**src/rtl/rgmii_cal_pkg.sv**
```systemverilog
// Shared FSM state types and frame-format constants for RGMII RX delay calibration.
// Latency: none (declarations only).
// Backpressure: none.
package rgmii_cal_pkg;

  typedef enum logic [3:0] {
    ST_IDLE,
    ST_SET_TAP,
    ST_SETTLE,
    ST_ARM,
    ST_MEASURE,
    ST_NEXT,
    ST_SEARCH,
    ST_DONE,
    ST_FAIL
  } cal_state_e;

  typedef enum logic [1:0] {
    CHK_IDLE,
    CHK_PRE,
    CHK_BODY
  } chk_state_e;

  localparam logic [7:0] PREAMBLE_BYTE   = 8'h55;
  localparam logic [7:0] SFD_BYTE        = 8'hD5;
  localparam int         MIN_FRAME_BYTES = 64;

endpackage

```
**src/rtl/gmii_preamble_checker.sv**
```systemverilog
// Scores each GMII frame (dv rise to dv fall) as good or bad by preamble/SFD/length integrity.
// Latency: one good or bad pulse, registered, on the cycle after dv is first seen low.
// Backpressure: none; observes the stream passively and restarts on every dv rise.
module gmii_preamble_checker
  import rgmii_cal_pkg::*;
#(
  parameter int MIN_PRE = 5
) (
  input  logic       clk_i,
  input  logic       rst_i,
  input  logic       dv_i,
  input  logic [7:0] rxd_i,
  output logic       frame_good_o,
  output logic       frame_bad_o
);

  localparam logic [7:0] MIN_PRE_B = 8'(MIN_PRE);
  localparam logic [6:0] BODY_MIN  = 7'(MIN_FRAME_BYTES);

  chk_state_e state_q, state_d;
  logic [7:0] pre_cnt_q, pre_cnt_d;
  logic [6:0] body_cnt_q, body_cnt_d;
  logic       err_q, err_d;
  logic       good_q, good_d;
  logic       bad_q, bad_d;

  // Frame parser: preamble counting with a sticky error flag, then body length up to the minimum.
  always_comb begin
    state_d    = state_q;
    pre_cnt_d  = pre_cnt_q;
    body_cnt_d = body_cnt_q;
    err_d      = err_q;
    good_d     = 1'b0;
    bad_d      = 1'b0;
    case (state_q)
      CHK_IDLE: begin
        if (dv_i) begin
          state_d   = CHK_PRE;
          err_d     = (rxd_i != PREAMBLE_BYTE);
          pre_cnt_d = (rxd_i == PREAMBLE_BYTE) ? 8'd1 : 8'd0;
        end
      end
      CHK_PRE: begin
        if (!dv_i) begin
          // dv fell before a valid SFD was accepted
          bad_d   = 1'b1;
          state_d = CHK_IDLE;
        end else if (!err_q) begin
          if (rxd_i == PREAMBLE_BYTE) begin
            if (pre_cnt_q != 8'hFF) pre_cnt_d = pre_cnt_q + 8'd1;
          end else if (rxd_i == SFD_BYTE && pre_cnt_q >= MIN_PRE_B) begin
            state_d    = CHK_BODY;
            body_cnt_d = '0;
          end else begin
            err_d = 1'b1;
          end
        end
      end
      CHK_BODY: begin
        if (!dv_i) begin
          good_d  = (body_cnt_q >= BODY_MIN);
          bad_d   = (body_cnt_q < BODY_MIN);
          state_d = CHK_IDLE;
        end else if (body_cnt_q < BODY_MIN) begin
          body_cnt_d = body_cnt_q + 7'd1;
        end
      end
      default: state_d = CHK_IDLE;
    endcase
  end

  // State and pulse registers.
  always_ff @(posedge clk_i) begin
    if (rst_i) begin
      state_q    <= CHK_IDLE;
      pre_cnt_q  <= '0;
      body_cnt_q <= '0;
      err_q      <= 1'b0;
      good_q     <= 1'b0;
      bad_q      <= 1'b0;
    end else begin
      state_q    <= state_d;
      pre_cnt_q  <= pre_cnt_d;
      body_cnt_q <= body_cnt_d;
      err_q      <= err_d;
      good_q     <= good_d;
      bad_q      <= bad_d;
    end
  end

  assign frame_good_o = good_q;
  assign frame_bad_o  = bad_q;

endmodule

```
**src/rtl/rgmii_rx_delay_cal.sv**
```systemverilog
// Sweeps all RX delay taps, scores each by frame integrity and applies the centre of the widest passing window.
// Latency: NUM_TAPS*(2+SETTLE_CYC+ARM+MEASURE) + NUM_TAPS search cycles from cal_start to done/fail.
// Backpressure: none; cal_start is ignored while busy and frames are only observed.
module rgmii_rx_delay_cal
  import rgmii_cal_pkg::*;
#(
  parameter int TAP_W          = 5,
  parameter int DEFAULT_TAP    = 0,
  parameter int SETTLE_CYC     = 16,
  parameter int FRAMES_PER_TAP = 4,
  parameter int TAP_TIMEOUT    = 1_250_000,
  parameter int MIN_PRE        = 5,
  parameter int MIN_RUN        = 3
) (
  input  logic                 gmii_rx_clk,
  input  logic                 rst,
  input  logic                 cal_start,
  input  logic                 gmii_rx_dv,
  input  logic [7:0]           gmii_rxd,
  output logic                 dly_en,
  output logic [TAP_W-1:0]     dly_tap,
  output logic                 cal_busy,
  output logic                 cal_done,
  output logic                 cal_fail,
  output logic [2**TAP_W-1:0]  pass_map,
  output logic [TAP_W:0]       eye_width
);

  localparam int NUM_TAPS = 2**TAP_W;
  localparam int LEN_W    = TAP_W + 1;
  localparam int TMO_W    = $clog2(TAP_TIMEOUT + 1);
  localparam int SET_W    = $clog2(SETTLE_CYC + 1);
  localparam int FCNT_W   = $clog2(FRAMES_PER_TAP + 1);

  cal_state_e          state_q, state_d;
  logic [TAP_W-1:0]    tap_q, tap_d;
  logic [TAP_W-1:0]    dly_tap_q, dly_tap_d;
  logic                busy_q, busy_d;
  logic                done_q, done_d;
  logic                fail_q, fail_d;
  logic [NUM_TAPS-1:0] pass_map_q, pass_map_d;
  logic [LEN_W-1:0]    eye_q, eye_d;
  logic [SET_W-1:0]    settle_q, settle_d;
  logic [FCNT_W-1:0]   fcnt_q, fcnt_d;
  logic [TMO_W-1:0]    tmo_q, tmo_d;
  logic [TAP_W-1:0]    idx_q, idx_d;
  logic [TAP_W-1:0]    cur_start_q, cur_start_d, best_start_q, best_start_d;
  logic [LEN_W-1:0]    cur_len_q, cur_len_d, best_len_q, best_len_d;
  logic                dv_q;
  logic [TAP_W-1:0]    run_start, nb_start;
  logic [LEN_W-1:0]    run_len, nb_len;
  logic                frame_good, frame_bad;

  gmii_preamble_checker #(
    .MIN_PRE (MIN_PRE)
  ) u_chk (
    .clk_i        (gmii_rx_clk),
    .rst_i        (rst),
    .dv_i         (gmii_rx_dv),
    .rxd_i        (gmii_rxd),
    .frame_good_o (frame_good),
    .frame_bad_o  (frame_bad)
  );

  // Sweep FSM next-state, per-tap scoring and serial longest-run search.
  always_comb begin
    state_d      = state_q;
    tap_d        = tap_q;
    dly_tap_d    = dly_tap_q;
    busy_d       = busy_q;
    done_d       = done_q;
    fail_d       = fail_q;
    pass_map_d   = pass_map_q;
    eye_d        = eye_q;
    settle_d     = settle_q;
    fcnt_d       = fcnt_q;
    tmo_d        = tmo_q;
    idx_d        = idx_q;
    cur_start_d  = cur_start_q;
    cur_len_d    = cur_len_q;
    best_start_d = best_start_q;
    best_len_d   = best_len_q;
    run_start    = cur_start_q;
    run_len      = '0;
    nb_start     = best_start_q;
    nb_len       = best_len_q;
    case (state_q)
      ST_IDLE, ST_DONE, ST_FAIL: begin
        if (cal_start) begin
          state_d    = ST_SET_TAP;
          tap_d      = '0;
          done_d     = 1'b0;
          fail_d     = 1'b0;
          pass_map_d = '0;
          busy_d     = 1'b1;
        end
      end
      ST_SET_TAP: begin
        dly_tap_d = tap_q;
        fcnt_d    = '0;
        tmo_d     = '0;
        settle_d  = '0;
        state_d   = ST_SETTLE;
      end
      ST_SETTLE: begin
        if (settle_q == SET_W'(SETTLE_CYC - 1)) state_d = ST_ARM;
        else settle_d = settle_q + 1'b1;
      end
      ST_ARM: begin
        // Two low dv samples: the checker verdict for a frame that straddled the
        // tap change lands while still in ARM and is dropped.
        if (!gmii_rx_dv && !dv_q) state_d = ST_MEASURE;
      end
      ST_MEASURE: begin
        if (frame_good) begin
          if (fcnt_q != FCNT_W'(FRAMES_PER_TAP)) fcnt_d = fcnt_q + 1'b1;
          if (fcnt_q >= FCNT_W'(FRAMES_PER_TAP - 1)) begin
            pass_map_d[tap_q] = 1'b1;
            state_d           = ST_NEXT;
          end
        end else if (frame_bad) begin
          pass_map_d[tap_q] = 1'b0;
          state_d           = ST_NEXT;
        end else if (tmo_q == TMO_W'(TAP_TIMEOUT - 1)) begin
          pass_map_d[tap_q] = 1'b0;
          state_d           = ST_NEXT;
        end else begin
          tmo_d = tmo_q + 1'b1;
        end
      end
      ST_NEXT: begin
        if (tap_q == TAP_W'(NUM_TAPS - 1)) begin
          state_d      = ST_SEARCH;
          idx_d        = '0;
          cur_start_d  = '0;
          cur_len_d    = '0;
          best_start_d = '0;
          best_len_d   = '0;
        end else begin
          tap_d   = tap_q + 1'b1;
          state_d = ST_SET_TAP;
        end
      end
      ST_SEARCH: begin
        if (pass_map_q[idx_q]) begin
          run_start = (cur_len_q == '0) ? idx_q : cur_start_q;
          run_len   = cur_len_q + 1'b1;
        end
        // Strictly longer only, so the earliest window keeps a tie.
        if (run_len > best_len_q) begin
          nb_start = run_start;
          nb_len   = run_len;
        end
        cur_start_d  = run_start;
        cur_len_d    = run_len;
        best_start_d = nb_start;
        best_len_d   = nb_len;
        if (idx_q == TAP_W'(NUM_TAPS - 1)) begin
          busy_d = 1'b0;
          eye_d  = nb_len;
          if (nb_len >= LEN_W'(MIN_RUN)) begin
            dly_tap_d = nb_start + TAP_W'((nb_len - 1'b1) >> 1);
            done_d    = 1'b1;
            state_d   = ST_DONE;
          end else begin
            dly_tap_d = TAP_W'(DEFAULT_TAP);
            fail_d    = 1'b1;
            state_d   = ST_FAIL;
          end
        end else begin
          idx_d = idx_q + 1'b1;
        end
      end
      default: state_d = ST_IDLE;
    endcase
  end

  // State, datapath and output registers.
  always_ff @(posedge gmii_rx_clk) begin
    if (rst) begin
      state_q      <= ST_IDLE;
      tap_q        <= '0;
      dly_tap_q    <= TAP_W'(DEFAULT_TAP);
      busy_q       <= 1'b0;
      done_q       <= 1'b0;
      fail_q       <= 1'b0;
      pass_map_q   <= '0;
      eye_q        <= '0;
      settle_q     <= '0;
      fcnt_q       <= '0;
      tmo_q        <= '0;
      idx_q        <= '0;
      cur_start_q  <= '0;
      cur_len_q    <= '0;
      best_start_q <= '0;
      best_len_q   <= '0;
      dv_q         <= 1'b0;
    end else begin
      state_q      <= state_d;
      tap_q        <= tap_d;
      dly_tap_q    <= dly_tap_d;
      busy_q       <= busy_d;
      done_q       <= done_d;
      fail_q       <= fail_d;
      pass_map_q   <= pass_map_d;
      eye_q        <= eye_d;
      settle_q     <= settle_d;
      fcnt_q       <= fcnt_d;
      tmo_q        <= tmo_d;
      idx_q        <= idx_d;
      cur_start_q  <= cur_start_d;
      cur_len_q    <= cur_len_d;
      best_start_q <= best_start_d;
      best_len_q   <= best_len_d;
      dv_q         <= gmii_rx_dv;
    end
  end

  assign dly_en    = 1'b1;
  assign dly_tap   = dly_tap_q;
  assign cal_busy  = busy_q;
  assign cal_done  = done_q;
  assign cal_fail  = fail_q;
  assign pass_map  = pass_map_q;
  assign eye_width = eye_q;

endmodule
```
**config.mk**
```make
export PLATFORM = sky130hd
export DESIGN_NAME = rgmii_rx_delay_cal
export DESIGN_NICKNAME = d
export VERILOG_FILES = /design/src/rtl/rgmii_cal_pkg.sv /design/src/rtl/gmii_preamble_checker.sv /design/src/rtl/rgmii_rx_delay_cal.sv
export SDC_FILE = /design/constraint.sdc
export NUM_CORES = 1
export LEC_CHECK = 0
export CAP_MARGIN = 20
export CORE_MARGIN = 1.5
export CORE_UTILIZATION = 53
export DETAILED_ROUTE_END_ITERATION = 8
export PLACE_DENSITY = 0.77
export SLEW_MARGIN = 40
export SYNTH_ARGS = -nofsm -noshare
export SYNTH_HDL_FRONTEND = slang
export SYNTH_SLANG_ARGS = --single-unit
```
**constraint.sdc**
```tcl
create_clock -name gmii_rx_clk -period 4.9 [get_ports gmii_rx_clk]
set_input_delay 1.225 -clock gmii_rx_clk [delete_from_list [all_inputs] [get_ports gmii_rx_clk]]
set_output_delay 1.225 -clock gmii_rx_clk [all_outputs]
set_load 0.1 [all_outputs]
```
## Word level (Yosys, flattened, before mapping)

Index checks and enable logic that the tools add are counted.

| storage, ports and cells | value |
|---|---|
| input bits | 12 |
| register bits | 132 |
| output and inout bits | 47 |
| logic and storage cells | 223 |

| cells by class | value |
|---|---|
| equality and inequality tests | 49 |
| mux-type cells | 92 |
| $add $sub $neg | 10 |
| bitwise logic cells | 4 |
| magnitude comparators | 9 |
| reduce and logical (&&, ||, !) cells | 36 |

Operator list:

| operator | number |
|---|---|
| 32-bit two-way mux | 5 |
| 32-bit one-hot mux with 2 select lines | 1 |
| 21-bit two-way mux | 3 |
| 5-bit one-hot mux with 2 select lines | 6 |
| 5-bit two-way mux | 11 |
| 7-bit two-way mux | 6 |
| 21-bit one-hot mux with 2 select lines | 1 |
| 8-bit two-way mux | 5 |
| 2-bit inequality test, second input constant | 20 |
| 4-bit two-way mux | 9 |
| 32-bit AND | 1 |
| 32-bit NOT | 1 |
| 32-bit bitwise OR | 1 |
| 6-bit two-way mux | 5 |
| 4-bit one-hot mux with 7 select lines | 1 |
| 6-bit one-hot mux with 2 select lines | 2 |
| 21-bit by 1-bit adder with 21-bit output, second input constant | 1 |
| 21-bit == test, second input constant | 1 |
| 2-bit nonzero test | 9 |
| 1-bit two-way mux | 17 |
| 4-bit by 3-bit == test with 1-bit output, second input constant | 4 |
| 8-bit one-hot mux with 2 select lines | 1 |
| 4-bit AND reduction | 4 |
| 5-bit by 1-bit adder with 5-bit output, second input constant | 3 |
| 49 further kinds | 82 |

## Logic depth before layout (Yosys ltp)

| logic depth | value |
|---|---|
| word-level depth | 12 |
| depth in mapped cells | 27 |
| depth with buffers taken out | 22 |

## Modules after synthesis

From an unflattened synthesis, not the netlist that was laid out.

| second synthesis, totals | value |
|---|---|
| cell total of the unflattened synthesis | 963 |
| area, all modules | 7554.7 um^2 |

Modules (own cells, without submodules):

| module | cells an instance | times used | seq. area each (um^2) | area each (um^2) |
|---|---|---|---|---|
| rgmii_rx_delay_cal | 803 | 1 | 2242.2 | 6287.3 |
| gmii_preamble_checker | 160 | 1 | 400.4 | 1267.5 |

## Worst setup path after synthesis

No wires, ideal clock.

| timing | value |
|---|---|
| kind | register to register |
| start point | register pass_map_q[13] (netlist: pass_map[13]) |
| end point | register dly_tap_q[3] (netlist: dly_tap[3]) |
| arrival time | 5.593 ns |
| stages on the path, launching flop included | 25 |
| period minus slack after synthesis | 5.716 ns |
| path buffers | 3 |
| required time | 4.777 ns |
| setup time | 0.123 ns |
| path slack | -0.816 ns |
| cells stage by stage | dfxtp_1 -> mux4_2 -> a2bb2oi_1 -> a221oi_2 -> nor3_1 -> and2_1 -> clkbuf_1 -> ha_1 -> nor2b_1 -> o2111ai_1 -> a31oi_1 -> o21ai_0 -> o22ai_1 -> buf_6 -> buf_4 -> nor2_1 -> a21oi_1 -> o21ai_0 -> ha_1 -> a21o_1 -> a21oi_1 -> xor2_1 -> nor2_1 -> a221oi_1 -> nor2_1 |

| on the way | value |
|---|---|
| cells in the longest elaborated chain, start to end | 12 |
| elaborated cells on any way between the ends | 16 |
| classes of those cells | add/sub: 2; order compare: 2; mux: 12 |

Ends and longest elaborated chain:

| item | line | RTL |
|---|---|---|
| start, declared | rgmii_rx_delay_cal.sv:41 | `logic [NUM_TAPS-1:0] pass_map_q, pass_map_d;` |
| start signal, assigned | rgmii_rx_delay_cal.sv:205 | `pass_map_q <= pass_map_d;` |
| 1-bit binary-select mux with 5-bit select * | rgmii_rx_delay_cal.sv:145 | `if (pass_map_q[idx_q]) begin` |
| 1-bit two-way mux (implied by the code) * | rgmii_rx_delay_cal.sv:145 |  |
| 6-bit two-way mux | rgmii_rx_delay_cal.sv:145 |  |
| 6-bit two-way mux | rgmii_rx_delay_cal.sv:87 | `case (state_q)` |
| 6-bit > comparator | rgmii_rx_delay_cal.sv:150 | `if (run_len > best_len_q) begin` |
| 6-bit two-way mux | rgmii_rx_delay_cal.sv:150 |  |
| 6-bit two-way mux | rgmii_rx_delay_cal.sv:87 |  |
| 6-bit by 1-bit subtractor with 6-bit output | rgmii_rx_delay_cal.sv:162 | `dly_tap_d = nb_start + TAP_W'((nb_len - 1'b1) >> 1);` |
| 5-bit adder | rgmii_rx_delay_cal.sv:162 |  |
| 5-bit two-way mux * | rgmii_rx_delay_cal.sv:161 | `if (nb_len >= LEN_W'(MIN_RUN)) begin` |
| 5-bit two-way mux * | rgmii_rx_delay_cal.sv:158 | `if (idx_q == TAP_W'(NUM_TAPS - 1)) begin` |
| 5-bit one-hot mux with 2 select lines * | rgmii_rx_delay_cal.sv:87 |  |
| end signal, assigned | rgmii_rx_delay_cal.sv:183 | `dly_tap_q <= TAP_W'(DEFAULT_TAP);` |
| end signal, assigned | rgmii_rx_delay_cal.sv:201 | `dly_tap_q <= dly_tap_d;` |
| end, declared | rgmii_rx_delay_cal.sv:37 | `logic [TAP_W-1:0] dly_tap_q, dly_tap_d;` |

Mark *: on every way between the ends. The rest lies on a longest branch, timed or not. The select of a mux whose other input is x is not followed.
A chain may end at the register's enable or synchronous reset.

## Worst setup path in the final report

| timing | value |
|---|---|
| start point | register idx_q[0] |
| end point | register dly_tap_q[4] (netlist: dly_tap[4]) |

| on the way | value |
|---|---|
| cells in the longest elaborated chain, start to end | 12 |
| elaborated cells on any way between the ends | 20 |
| classes of those cells | add/sub: 2; order compare: 2; eq/ne: 2; mux: 13; reduce/logical: 1 |

Ends and longest elaborated chain:

| item | line | RTL |
|---|---|---|
| start, declared | rgmii_rx_delay_cal.sv:46 | `logic [TAP_W-1:0] idx_q, idx_d;` |
| start signal, assigned | rgmii_rx_delay_cal.sv:210 | `idx_q <= idx_d;` |
| 1-bit binary-select mux with 5-bit select | rgmii_rx_delay_cal.sv:145 |  |
| 1-bit two-way mux (implied by the code) | rgmii_rx_delay_cal.sv:145 |  |
| 6-bit two-way mux | rgmii_rx_delay_cal.sv:145 |  |
| 6-bit two-way mux | rgmii_rx_delay_cal.sv:87 |  |
| 6-bit > comparator | rgmii_rx_delay_cal.sv:150 |  |
| 6-bit two-way mux | rgmii_rx_delay_cal.sv:150 |  |
| 6-bit two-way mux | rgmii_rx_delay_cal.sv:87 |  |
| 6-bit by 1-bit subtractor with 6-bit output | rgmii_rx_delay_cal.sv:162 |  |
| 5-bit adder | rgmii_rx_delay_cal.sv:162 |  |
| 5-bit two-way mux | rgmii_rx_delay_cal.sv:161 |  |
| 5-bit two-way mux | rgmii_rx_delay_cal.sv:158 |  |
| 5-bit one-hot mux with 2 select lines | rgmii_rx_delay_cal.sv:87 |  |

Parallel ways exist; a longest one is shown, timed or not. The select of a mux whose other input is x is not followed.

==> impl_metrics.json <==
{
  "clockBufferDepth": 2,
  "timing.final.hold_violations": 0,
  "setup.worst_path.class": "flip-flop to flip-flop",
  "slew_violations": 0,
  "first_pass_iters": 6,
  "cp_data_required_time_ns": 5.21,
  "clock_latency_ns": 0.42,
  "p_int_mw": 1.93,
  "leakage_nw": 3.30,
  "global_route_wire_length_before_repair_microns": 29600,
  "synth-main-ff-cell": "dfxtp_1",
  "setup_viol_count_final": 0,
  "grt_antenna_before_repair": 0,
  "viasPerCell": 5.87,
  "worst_hold_path_type": "flip-flop to flip-flop",
  "route.detailed.wl_per_inst_microns": 16.2,
  "grt.overflow.total": 0,
  "fp.dieW_microns": 120,
  "tritoncts.num_buffers": 17,
  "hp-start": "settle_q[4]$_SDFFE_PP0P_",
  "hold_path_depth": 2,
  "yosys_warnings": 0,
  "hold_path_end": "settle_q[4]$_SDFFE_PP0P_",
  "detailroute.wirelength.met2_microns": 8610,
  "pwr-share-comb_pct": 19.9,
  "asyncSetResetFlopFracSynth_pct": 0,
  "groute.usage.overall_pct": 25.6,
  "post_synth_edffs": 0,
  "io_pins": 59,
  "clock_sinks": 132,
  "synthDistinctLibCells": 67,
  "initial_core_util_pct": 54.6,
  "r2r-start": "idx_q[0]$_SDFFE_PP0P_",
  "synth_cells": 921,
  "reg2regPathDepth": 20,
  "synth.yosys.seq_area_share_pct": 36.4,
  "htree_num_levels": 4,
  "layout.nets": 1014,
  "achievable-frequency_ghz": 0.210,
  "cp-start-kind": "flip-flop",
  "detailroute.via_count": 6792,
  "nature_of_the_critical_path_endpoint": "flip-flop",
  "worst_hold_slack_ns": 0.448,
  "route.antenna.remaining_nets": 0,
  "hpwlAfterDp_microns": 12400,
  "place.port_buffers": 57,
  "first_global_vias": 6104,
  "post-route-period-util_pct": 97.1,
  "ir_drop_worst_vdd_v": 0.000279,
  "power.share.clock_pct": 39.6,
  "highest_metal_layer_with_signal_wires": "met4",
  "wl_met3_microns": 1250,
  "fp.coreArea_sq_mm": 0.0133,
  "layout.cells.most_common": "nor2_1",
  "syn-mean-instance-area_sq_um": 7.88,
  "die-height_microns": 120,
  "switching_power_uw": 918,
  "finalWirelength_microns": 18700,
  "power_mw": 2.85,
  "sequentialPowerShare_pct": 40.5,
  "worstPathMaxFanout": 7,
  "drv.max_cap_violation_count": 0,
  "synth.cell_area_sq_mm": 0.00726,
  "design.die.area_sq_mm": 0.0144,
  "synth.area.top_cells": "dfxtp_1 36%, a21oi_1 7.4%, nor2_1 6.0%",
  "netlist.top_cell.by_area": "dfxtp_1",
  "diodes": 0,
  "first_iter_violations": 658,
  "clock-skew-final_ns": 0.0134,
  "outcome": "complete, no violations",
  "final_layout_size_suffix_gt1_share_pct": 18.3,
  "rr_endpoint": "dly_tap[4]$_SDFFE_PP0P_",
  "sw_frac_of_total_pct": 32.2,
  "clockRootBuffer": "clkbuf_16",
  "place_congestion": 0.931,
  "drcViolationCount": 0,
  "worst-r2r-setup-slack_ns": 0.14,
  "std_cell_rows": 42,
  "relSlewSlack_pct": 52.3,
  "power_per_standard_cell_area_mw_per_mm2": 330,
  "synth.ff_latch_count": 132,
  "period_needed_ns": 4.76,
  "grt_max_degree": 89,
  "clkSlewWorstSetupHoldPaths_ns": 0.06,
  "wirelength_met1_microns": 8340,
  "mostFrequentLayoutCells": "113 x nor2_1, 103 x a21oi_1, 98 x dfxtp_1, 87 x nand2_1, 56 x o21ai_0",
  "tritoncts_clock_tree": "built",
  "tightestPinTransition_ns": 0.708,
  "synth_nets": 966,
  "cp_data_arrival_time_ns": 5.06,
  "synth_top_cell_area_share_pct": 36.4,
  "syn2layout_area_growth_pct": 18.8
}
-- logic make-up (layout without fill, tap and decap cells) --
family,Yosys count,count (layout),share of synthesized area [%]
AO/OA/AOI/OAI,251,251,20.9
XOR/XNOR,45,45,5.43
adder cells (fa/ha/maj),33,33,5.79
buffers and inverters,98,159,5.57
flip-flops,132,132,36.4
multiplexers,22,22,3.93
other,1,1,0.0516
AND/OR/NAND/NOR,339,339,21.9
-- power groups by stage --
stage | clock network, mW | logic [mW] | registers [mW]
5_1_grt | 1.20 | 0.620 | 1.16
3_3_place_gp | 0 | 0.570 | 1.18
2_1_floorplan | 0 | 0.357 | 1.25
4_1_cts | 1.14 | 0.558 | 1.15
3_5_place_dp | 0 | 0.556 | 1.17
6_report | 1.13 | 0.567 | 1.15
-- Yosys cell counts, drive strengths merged (3+ instances only) --
cell / n
dfxtp: 132
nor2: 116
a21oi: 108
nand2: 88
o21ai: 62
clkbuf: 49
inv: 36
ha: 32
nand3: 30
xor2: 29
a22oi: 23
nor3: 20
xnor2: 16
mux2i: 15
and3: 14
nand4: 14
buf: 13
a31oi: 11
and2: 11
nor2b: 11
or3: 10
a211oi: 6
a21o: 6
nand2b: 6
mux4: 5
a221oi: 4
nor4b: 4
o221ai: 4
a21boi: 3
nor3b: 3
-- worst max-delay path, stage by stage (launching register included) --
cell and delay [ns]:
dfxtp_4 0.36, mux4_2 0.49, mux2_4 0.30, a221oi_4 0.31
or3_4 0.23, nor2_1 0.10, ha_1 0.36, o2111ai_2 0.19
a32oi_1 0.28, nand2_1 0.14, o22ai_4 0.22, buf_6 0.17
buf_4 0.12, nor2_1 0.04, a21oi_1 0.22, ha_1 0.32
a21o_1 0.19, a21oi_2 0.15, xor2_1 0.19, xnor2_1 0.15
o21ai_1 0.09
-- how the worst max path moves through the flow --
stage	from	endpoint	slack [ns]	cells after the start
finish	idx_q[0]$_SDFFE_PP0P_	dly_tap[4]$_SDFFE_PP0P_	0.14	20
global route	idx_q[0]$_SDFFE_PP0P_	dly_tap[3]$_SDFFE_PP0P_	-0.01	23
CTS	idx_q[1]$_SDFFE_PP0P_	dly_tap[3]$_SDFFE_PP0P_	0.003	24
detailed placement	idx_q[1]$_SDFFE_PP0P_	dly_tap[3]$_SDFFE_PP0P_	-0.04	22
global placement	idx_q[1]$_SDFFE_PP0P_	dly_tap[3]$_SDFFE_PP0P_	0.06	22
floorplan	pass_map[31]$_SDFFE_PP0P_	dly_tap[3]$_SDFFE_PP0P_	-0.002	23
-- final cells by class --
type	instances	area, sq um
multi-input combinational	691	4430
tap	176	220
clock inverter	9	62.6
timing repair buffer	91	606
fill	1123	4670
sequential	132	2730
clock buffer	23	448
inverter	36	135
-- repair_timing --
action	4_1_cts	5_1_grt
pin swaps	3	20
resized for setup	2	40
setup endpoints to repair	2	8
hold endpoints to repair	0	0
hold buffers	0	0
buffers inserted	0	8
-- sequential cells by signal, summed over array words and instances, names as in the netlist, 6 cells and up --
register / count
cur_len_q: 6
u_chk.pre_cnt_q: 8
tmo_q: 21
pass_map: 32
eye_width: 6
u_chk.body_cnt_q: 7
best_len_q: 6
-- stage by stage --
step                      area [sq um]  util [%]  std cells  setup TNS (ns)  setup WS, ns
final                             8620      64.9       1158               0         0.144
after floorplan                   7380         -        921        -0.00157      -0.00157
after global placement            8090      60.9       1118               0        0.0555
after CTS                         8380      63.1       1150               0       0.00326
after global routing              8620      64.9       1158         -0.0130       -0.0130
after detailed placement          7870      59.2       1118         -0.0756       -0.0444
-- per-layer routing --
layer | up-vias | track usage [%]
li1 | 3334 | -
met1 | 3166 | 33.6
met2 | 247 | 40.2
met3 | 45 | 5.23
met4 | 0 | 12.1
met5 | - | 0
Power figures use the tool's default switching activity.
==> RTL change, RTL diff (same flow settings) <==
The parameter `FRAMES_PER_TAP` goes from 4 to 2.
--- a/src/rtl/rgmii_rx_delay_cal.sv
+++ b/src/rtl/rgmii_rx_delay_cal.sv
@@ -7,7 +7,7 @@
   parameter int TAP_W          = 5,
   parameter int DEFAULT_TAP    = 0,
   parameter int SETTLE_CYC     = 16,
-  parameter int FRAMES_PER_TAP = 4,
+  parameter int FRAMES_PER_TAP = 2,
   parameter int TAP_TIMEOUT    = 1_250_000,
   parameter int MIN_PRE        = 5,
   parameter int MIN_RUN        = 3
Formal check against the unedited RTL: same outputs for any inputs over 10 cycles, from zero or initial values and one cycle with rst high; that may be too few to reach the edited logic, so the function may still have changed.
==> RTL change against the unedited design <==
- first-iteration DRC count decreased by 27%
- sequential cell count decreased by 1
- worst hold slack gained 0.0028 ns
- maximum frequency decreased by 1.6%
- largest power group is now clock
- total power rose by 4.3%
- wire length is 1.5% lower
- critical path type unchanged
- worst setup slack worse by 0.079 ns
- clock power rose by 13%
- highest routed layer unchanged
- final area grew 0.96%
- cell count rose by 0.69%
- non-clock buffer count rose by 2
- synthesized area up 0.65%
- critical path depth is 3 higher
- critical endpoint unchanged
==> RTL change: results (changes against the unedited design) <==
Via-to-Cell Ratio=5.81 (-0.86%); worst vdd ir=0.000265 V (-5.0%); Post-Synth Adder-Cell Area=5.56% (-0.23 points); Synth cell types=66 (-1.5%); placed cell count=1132 (+1.3%); Worst Path Arrival=5.18 ns (+0.12 ns); Post-Synth XOR/XNOR Area=5.99% (+0.56 points); top post-synthesis cells by count=dfxtp_1 (131), nor2_1 (103), a21oi_1 (97); Non-Filler Instances=1166 (+0.69%); R2R setup slack=0.07 ns (-0.08 ns); number of fill cells=1136 (+1.2%); Final Net Count=1020 (+0.59%); Setup WS pre-CTS=-0.125 ns (-0.0801 ns); GRT Total Usage=26.0% (+0.42 points); Synth Area in Compound Gates=18.7% (-2.2 points); Syn Inst Count=918 (-0.33%); Int Power=2.02 mW (+4.5%); largest net degree at the start of global routing=83 (-6.7%); DP Area=0.00807 mm2 (+2.5%); hold slack=0.451 ns (+0.00280 ns); status=complete, no violations; DP HPWL=13.0 mm (+4.5%); 1st-iter DRT viols=480 (-27%); Critical Path Max Stage Delay=0.43 ns (-0.06 ns); Synth area leaders=dfxtp_1 (36%), a21oi_1 (6.6%), nor2_1 (5.3%); final wirelength=18.5 mm (-1.5%); relative slew slack=47.3% (-5.0 points)
==> RTL change: cell count changes after synthesis, moves of 8 or more <==
cell      change
mux2i_1      +14
a21oi_1      -11
nor2b_1      +11
nand3_1      +10
nor2_1       -13
o21ai_0       -8
clkbuf_1      -9
==> RTL change: worst min-delay path, delay by kind of cell, from the launching register on <==
kind	cells	cell delay [ns]
flops	1	0.30
simple gates	1	0.05
compound gates	1	0.05
==> RTL change: worst paths after layout <==
check / from / to / depth (start not counted)
max: idx_q[2]$_SDFFE_PP0P_ / dly_tap[4]$_SDFFE_PP0P_ / 23
min: cal_fail$_SDFFE_PP0P_ / cal_fail$_SDFFE_PP0P_ / 2
max reg2reg: idx_q[2]$_SDFFE_PP0P_ / dly_tap[4]$_SDFFE_PP0P_ / 23
min reg2reg: cal_fail$_SDFFE_PP0P_ / cal_fail$_SDFFE_PP0P_ / 2
==> RTL change: area by class of cell <==
type	count	area, um2	share of cell area (%)
timing repair buffer	93	616	7.07
tap	176	220	2.53
clock buffer	19	433	4.97
sequential	131	2740	31.5
inverter	31	116	1.34
clock inverter	13	158	1.81
multi-input combinational	703	4430	50.8
==> RTL change: routing by layer <==
metal / GRT usage, % / part of all wire, %
met1: 34.9 / 46
met4: 11.0 / 2.8
met2: 41.1 / 46
met5: 0 / 0
met3: 4.58 / 5.6
==> RTL change: what timing repair did <==
| action | CTS | global route |
|---|---|---|
| resized for setup | 5 | 6 |
| setup endpoints to repair | 1 | 1 |
| setup buffers | 0 | 2 |
| pin swaps | 1 | 3 |
| hold buffers | 0 | 0 |
==> RTL change: power by group through the flow <==
stage	Sequential, mW	Combinational (mW)	Clock, mW
floorplan	1.26	0.320	0
global placement	1.15	0.560	0
detailed placement	1.15	0.553	0
CTS	1.13	0.554	1.30
global route	1.14	0.611	1.34
finish	1.13	0.559	1.28
